`config.mk`:
```
export PLATFORM = sky130hd
export DESIGN_NAME = pe_boot_ctrl
export DESIGN_NICKNAME = d
export VERILOG_FILES = /design/src/rtl/pe_boot_pkg.sv /design/src/rtl/pe_boot_wdog.sv /design/src/rtl/pe_boot_ctrl.sv
export SDC_FILE = /design/constraint.sdc
export NUM_CORES = 1
export LEC_CHECK = 0
export BUFFER_PORTS_ARGS = -buffer_cell sky130_fd_sc_hd__clkbuf_2
export CORE_MARGIN = 5
export CORE_UTILIZATION = 35
export CTS_BUF_LIST = sky130_fd_sc_hd__clkbuf_8 sky130_fd_sc_hd__clkbuf_16
export DETAILED_ROUTE_END_ITERATION = 16
export SLEW_MARGIN = 20
export SYNTH_ARGS = -nofsm -noshare
export SYNTH_HDL_FRONTEND = slang
export SYNTH_SLANG_ARGS = --single-unit
```
`constraint.sdc`:
```
create_clock -name clk -period 1.59 [get_ports clk]
set_clock_uncertainty 0.2 [all_clocks]
set_input_delay 0.0795 -clock clk [delete_from_list [all_inputs] [get_ports clk]]
set_output_delay 0.0795 -clock clk [all_outputs]
set_load 0.02 [all_outputs]
```
`src/rtl/pe_boot_pkg.sv`:
```
// Shared encodings for the PE boot controller: command opcodes, FSM states, default settle depth.
package pe_boot_pkg;

  typedef enum logic [1:0] {
    OP_NOP   = 2'b00,
    OP_CONF  = 2'b01,
    OP_START = 2'b10,
    OP_STOP  = 2'b11
  } cmd_op_e;

  typedef enum logic [1:0] {
    IDLE       = 2'b00,
    CONF       = 2'b01,
    SETTLE_RUN = 2'b10,
    SETTLE     = 2'b11
  } boot_state_e;

  localparam int SYNC_LAT_DEF = 3;

endpackage

```
`src/rtl/pe_boot_wdog.sv`:
```
// Configuration watchdog: cleared when a CONF is accepted, counts while enabled,
// flags expiry on the cycle the count reaches its all-ones value.
module pe_boot_wdog #(
  parameter int WDOG_W = 16
) (
  input  logic clk,
  input  logic rstn,
  input  logic clr,
  input  logic en,
  output logic expire
);

  localparam logic [WDOG_W-1:0] LAST = {{(WDOG_W-1){1'b1}}, 1'b0};

  logic [WDOG_W-1:0] cnt_q;

  always_ff @(posedge clk or negedge rstn) begin
    if (!rstn)    cnt_q <= '0;
    else if (clr) cnt_q <= '0;
    else if (en)  cnt_q <= cnt_q + WDOG_W'(1);
  end

  // Fires on the edge where the counter steps onto all-ones.
  assign expire = en & ~clr & (cnt_q == LAST);

endmodule

```
`src/rtl/pe_boot_ctrl.sv`:
```
// Per-PE conf_en/start_en sequencer with reset-synchronizer settle tracking.
// Optional configuration watchdog enabled by defining PE_BOOT_WDOG_EN.
module pe_boot_ctrl
  import pe_boot_pkg::*;
#(
  parameter int NUM_PE   = 4,
  parameter int SYNC_LAT = SYNC_LAT_DEF,
  parameter int WDOG_W   = 16
) (
  input  logic              clk,
  input  logic              rstn,
  input  logic              cmd_valid,
  output logic              cmd_ready,
  input  logic [1:0]        cmd_op,
  input  logic [NUM_PE-1:0] cmd_mask,
  input  logic              conf_done,
  output logic [NUM_PE-1:0] conf_en,
  output logic [NUM_PE-1:0] start_en,
  output logic [NUM_PE-1:0] pe_running,
  output logic              busy,
  output logic              err
);

  localparam int CNT_W = (SYNC_LAT > 1) ? $clog2(SYNC_LAT) : 1;
  localparam logic [CNT_W-1:0] CNT_LOAD = CNT_W'(SYNC_LAT - 1);

  boot_state_e       state_q, state_d;
  logic [CNT_W-1:0]  cnt_q, cnt_d;
  logic [NUM_PE-1:0] mask_q, mask_d;
  logic [NUM_PE-1:0] conf_en_d, start_en_d, run_d;
  logic              ready_d, err_q, err_d;
  logic              act, wdog_exp;
  cmd_op_e           op;

  assign op  = cmd_op_e'(cmd_op);
  // Zero-mask commands are accepted but change nothing.
  assign act = cmd_valid & cmd_ready & (cmd_mask != '0);

`ifdef PE_BOOT_WDOG_EN
  logic wdog_clr, wdog_en;
  assign wdog_clr = act & (op == OP_CONF);
  assign wdog_en  = (state_q == CONF);

  pe_boot_wdog #(.WDOG_W(WDOG_W)) u_wdog (
    .clk    (clk),
    .rstn   (rstn),
    .clr    (wdog_clr),
    .en     (wdog_en),
    .expire (wdog_exp)
  );
`else
  assign wdog_exp = 1'b0;
`endif

  always_comb begin
    state_d    = state_q;
    cnt_d      = cnt_q;
    mask_d     = mask_q;
    conf_en_d  = conf_en;
    start_en_d = start_en;
    run_d      = pe_running;
    err_d      = err_q;
    unique case (state_q)
      IDLE: if (act) begin
        mask_d = cmd_mask;
        case (op)
          OP_CONF: begin
            start_en_d = start_en & ~cmd_mask;
            run_d      = pe_running & ~cmd_mask;
            conf_en_d  = conf_en | cmd_mask;
            err_d      = 1'b0;
            state_d    = CONF;
          end
          OP_START: begin
            start_en_d = start_en | cmd_mask;
            cnt_d      = CNT_LOAD;
            state_d    = SETTLE_RUN;
          end
          OP_STOP: begin
            start_en_d = start_en & ~cmd_mask;
            run_d      = pe_running & ~cmd_mask;
            cnt_d      = CNT_LOAD;
            state_d    = SETTLE;
          end
          default: ;
        endcase
      end
      // conf_done takes priority over a coincident watchdog expiry.
      CONF: if (conf_done) begin
        conf_en_d = conf_en & ~mask_q;
        cnt_d     = CNT_LOAD;
        state_d   = SETTLE;
      end else if (wdog_exp) begin
        conf_en_d = conf_en & ~mask_q;
        err_d     = 1'b1;
        cnt_d     = CNT_LOAD;
        state_d   = SETTLE;
      end
      SETTLE_RUN: if (cnt_q == '0) begin
        run_d   = pe_running | mask_q;
        state_d = IDLE;
      end else begin
        cnt_d = cnt_q - CNT_W'(1);
      end
      SETTLE: if (cnt_q == '0) state_d = IDLE;
              else             cnt_d = cnt_q - CNT_W'(1);
      default: state_d = IDLE;
    endcase
    ready_d = (state_d == IDLE);
  end

  always_ff @(posedge clk or negedge rstn) begin
    if (!rstn) begin
      state_q    <= IDLE;
      cnt_q      <= '0;
      mask_q     <= '0;
      conf_en    <= '0;
      start_en   <= '0;
      pe_running <= '0;
      cmd_ready  <= 1'b1;
      err_q      <= 1'b0;
    end else begin
      state_q    <= state_d;
      cnt_q      <= cnt_d;
      mask_q     <= mask_d;
      conf_en    <= conf_en_d;
      start_en   <= start_en_d;
      pe_running <= run_d;
      cmd_ready  <= ready_d;
      err_q      <= err_d;
    end
  end

  assign busy = ~cmd_ready;
  assign err  = err_q;

endmodule

```
Yosys cells after proc, flatten, opt, wreduce, memory -nomap -nowiden

Index checks and enable logic that the tools add are counted.

Output and inout port bits: 15
Bits in registers: 21
Word-level logic and storage cells: 66
Input port bits: 10

$add $sub $neg: 1
Bitwise operators: 11
Equal/unequal tests: 13
Muxes and demuxes: 19
Reduce and logical (&&, ||, !) cells: 15

Operators by type and width:

| cell                                                                    | count |
|---|---|
| 4-bit 2-to-1 mux                                                        | 6 |
| 4-bit one-hot mux with 2 select lines                                   | 3 |
| 2-bit one-hot mux with 3 select lines                                   | 3 |
| 2-bit 2-to-1 mux                                                        | 7 |
| 4-bit bitwise AND                                                       | 3 |
| 2-bit inequality test, second input constant                            | 6 |
| 4-bit bitwise OR                                                        | 3 |
| 4-bit AND reduction                                                     | 3 |
| 2-bit == test, second input constant                                    | 4 |
| 4-bit inverter                                                          | 2 |
| 2-bit logical NOT                                                       | 3 |
| 2-bit nonzero test                                                      | 3 |
| 2-bit OR reduction                                                      | 3 |
| 2-bit by 1-bit == test with 1-bit output, second input constant         | 2 |
| 4-bit nonzero test                                                      | 1 |
| 3-bit AND reduction                                                     | 1 |
| 1-bit bitwise AND                                                       | 2 |
| 2-bit by 1-bit inequality test with 1-bit output, second input constant | 1 |
| 2-bit AND reduction                                                     | 1 |
| 2-bit by 1-bit subtractor with 2-bit output, second input constant      | 1 |
| 1-bit inverter                                                          | 1 |

Logic depth before layout (Yosys ltp)

Word-level depth: 5
Mapped depth: 5
Gate-level depth less buffers: 4

Least setup slack after synthesis

No wires, ideal clock.

Path type: flip-flop to flip-flop
Start point: register cmd_ready
End point: register mask_q[1]
Arrival time: 1.482 ns
Path slack: -0.213 ns
Data required time: 1.269 ns
Stages on the path, launching flop included: 6
Buffers on the path: 1
Cell sequence: dfstp_2 nand2_1 nor3_1 buf_2 o31ai_1 a22o_1

Word-level cells in the longest chain between the ends: 3

RTL lines:

| element                              | line                | source |
|---|---|---|
| from (decl)                          | pe_boot_ctrl.sv:13  | `output logic cmd_ready,` |
| from (signal assigned)               | pe_boot_ctrl.sv:129 | `cmd_ready <= ready_d;` |
| 1-bit bitwise AND (2 in series)      | pe_boot_ctrl.sv:37  | `assign act = cmd_valid & cmd_ready & (cmd_mask != '0);` |
| 2-bit AND reduction (no source line) | -                   |  |
| to (signal assigned)                 | pe_boot_ctrl.sv:125 | `mask_q <= mask_d;` |
| to (decl)                            | pe_boot_ctrl.sv:29  | `logic [NUM_PE-1:0] mask_q, mask_d;` |

No other way between the ends.
A chain may end at the register's enable or synchronous reset.

Worst setup path after layout

Start point: register cmd_ready
End point: register mask_q[2]

Same word-level chain as after synthesis.

==> impl_metrics.tcl <==
set metrics [dict create \
    syn_nets 108 \
    diodes 0 \
    drv_cap 0 \
    drtPass1Iterations 4 \
    cts_tree "done" \
    switchingPower_uw 1010 \
    nNetsFinal 150 \
    grt_pass1_wl_um 4600 \
    ys_seq_elements 21 \
    crit_family "flip-flops" \
    cp.arrival_ns 1.58 \
    r2r_start "cmd_ready" \
    dieWidth_um 65.0 \
    grt_max_degree 22 \
    fin_crit_sh_pct 102 \
    hp-class "in -> reg" \
    crit_path_start "cmd_ready" \
    swShare_pct 40.3 \
    synth.top_cell.area_share_pct 47.2 \
    root_buffer "clkbuf_8" \
    core_um2 2980 \
    die_area_um2 4230 \
    route.detailed.drc 0 \
    setup_ws_ns -0.0302 \
    worst_ir_drop_vdd_mv 0.967 \
    fmax_mhz 617 \
    place_congestion 0.802 \
    worst_pin_slew_ns 0.537 \
    gr-total-overflow 0 \
    start_util_pct 35.6 \
    tns_ns -0.116 \
    rsz0062_at_grt "true" \
    io_buffers 23 \
    status "finished, violations left" \
    crit_path_start_kind "flip-flop" \
    hold_slack_ns 0.0195 \
    avgSynthCellArea_um2 11.0 \
    power_density_nw_per_um2 1690 \
    r2r-end "mask_q[2]" \
    p_leak_uw 0.000669 \
    p_clk_share_pct 14.4 \
    numCtsBuffers 3 \
    die_h_um 65.0 \
    total_power_uw 2500 \
    totalWireLength_um 2690 \
    worstPathMaxFanout 4 \
    syn_area_um2 1060 \
    viasPerCell 5.40 \
    timing.final.hold_violations 0 \
    critPathRequiredTime_ns 1.55 \
    dp_hpwl_um 1980 \
    drt_iter0_drc 36 \
    wl_per_cell_um 15.8 \
    crit_chain "nand2_2, nor3_4, buf_6, buf_6, o31ai_2, a22o_1" \
    hold_depth 3 \
    drive_gt1_share_pct 45.3 \
    grt_pass1_vias 935 \
    synth.largest_area_cell "dfrtp_1" \
    clk_path_buf_depth 2 \
    reg2reg_setup_slack_ns -0.03 \
    ys.warnings.count 0 \
    ys_types 33 \
    yosysSeqAreaShare_pct 49.7 \
    area_delta_synth_final_pct 39.4 \
    worst_setup_path_end_kind "flip-flop" \
    h-tree-depth 1 \
    fin_crit_ns 1.62 \
    report.final.slew_viol_count 0 \
    violations "setup timing" \
    setup_viol 6 \
    synth.area.top_cells "dfrtp_1, a22o_1, o31ai_1" \
    path_class "reg -> reg" \
    p_comb_share_pct 48.9 \
    crit_buf_inv 2 \
    critical_path.max_stage_delay_ns 0.58 \
    cts.sinks 21 \
    antenna_found_initial 0 \
    clk_latency_ns 0.27 \
    p_int_uw 1490 \
    relSlewSlack_pct 64.2 \
    reg2reg_depth 6 \
    drtAntennaViolNets 0 \
    grt.total_usage_pct 14.4 \
    vias 918 \
    clk_pin_slew_worst_paths_ns 0.08 \
    power_frac_seq_pct 36.8 \
    num_rows 20 \
    synthCells 96 \
    crit_path_frequent_cell "buf_6" \
    io-pin-count 25 \
    cp_slowest_cell "dfstp_2" \
    post-route-util_pct 49.6 \
    min_from "cmd_op[1]" \
    pre_cts_ws_ns -0.0758 \
]
-- worst max path at each step --
stage,slack (ns),cells past startpoint,to
finish,-0.03,6,mask_q[2]
CTS,-0.02,4,conf_en[3]
global route,-0.11,6,mask_q[2]
global placement,-0.04,4,pe_running[2]
detailed placement,-0.08,4,conf_en[2]
floorplan,-0.11,5,conf_en[0]
-- kinds of logic after synthesis --
group	Yosys count	synth area share, %
and+or+nand+nor	20	12.3
AOI/OAI and AO/OA	39	28.2
adders and majority gates	2	2.36
DFF	21	49.7
other	1	0.354
muxes	1	0.945
buffers and inverters	12	6.14
-- cells in the final DEF, fill, tap and decap left out, drive strengths merged, types with 2 or more instances in the layout --
| cell | n |
|---|---|
| buf | 17 |
| a21oi | 6 |
| nor4 | 2 |
| nand2 | 3 |
| nand2b | 2 |
| nand3 | 3 |
| dlygate4sd3 | 4 |
| a22o | 12 |
| clkbuf | 26 |
| a21o | 4 |
| a31oi | 4 |
| o21ai | 5 |
| nor3 | 2 |
| o31ai | 5 |
| ha | 2 |
| dfrtp | 20 |
| inv | 5 |
| nor2b | 2 |
-- Yosys cell counts --
cell      number
buf_6          1
or3_1          1
a221oi_4       1
nor2b_1        2
a21o_1         4
conb_1         1
nor3_1         1
nor4_2         1
buf_2          4
nand3_1        3
dfrtp_1       20
nor2_1         1
a21boi_0       1
inv_1          5
o31ai_1        5
nand2b_1       2
mux2i_1        1
or4_4          1
or2b_1         1
a22o_1        12
o22a_1         1
nor4_1         1
buf_4          2
a21oi_2        1
nand2_1        3
a21oi_1        5
ha_1           2
and3_1         1
and4b_1        1
o21ai_0        5
nor3_2         1
a31oi_1        4
dfstp_2        1
-- layer usage --
layer | wire length, um | track usage [%] | vias to the layer above
li1 | - | - | 440
met1 | 1200 | 18.7 | 451
met2 | 1320 | 23.1 | 23
met3 | 137 | 3.99 | 4
met4 | 29 | 4.66 | 0
met5 | 0 | 0 | -
-- worst min-delay path, delay by kind of cell --
kind            cells  cell delay (ns)
buf+inv             1             0.17
compound gates      2             0.21
-- power by group through the flow --
stage               sequential (uW)  clock, uW  combinational, uW
detailed placement              920          0               1110
CTS                             912        367               1160
global route                    949        393               1340
finish                          918        359               1220
global placement                911          0               1080
floorplan                      1050          0                618
-- area by class of cell --
cell class	instances	area (um^2)
fill	277	1500
multi-input combinational	63	553
sequential	21	527
timing repair buffer	44	292
clock buffer	3	41.3
tap	33	41.3
inverter	5	18.8
clock inverter	1	5.00
-- what timing repair did --
action                                  4_1_cts  5_1_grt
gates resized for setup                       4       11
setup buffers                                 2        0
endpoints found under the setup margin       10       17
pin swaps                                     5        7
hold buffers                                  4        0
endpoints found under the hold margin        25        0
gates cloned                                  0        1
-- stage by stage --
step	instance area, um^2	cells
after floorplan	1090	96
after global placement	1300	159
after detailed placement	1300	159
after CTS	1420	169
after global routing	1480	170
final	1480	170
Power figures use the tool's default switching activity.
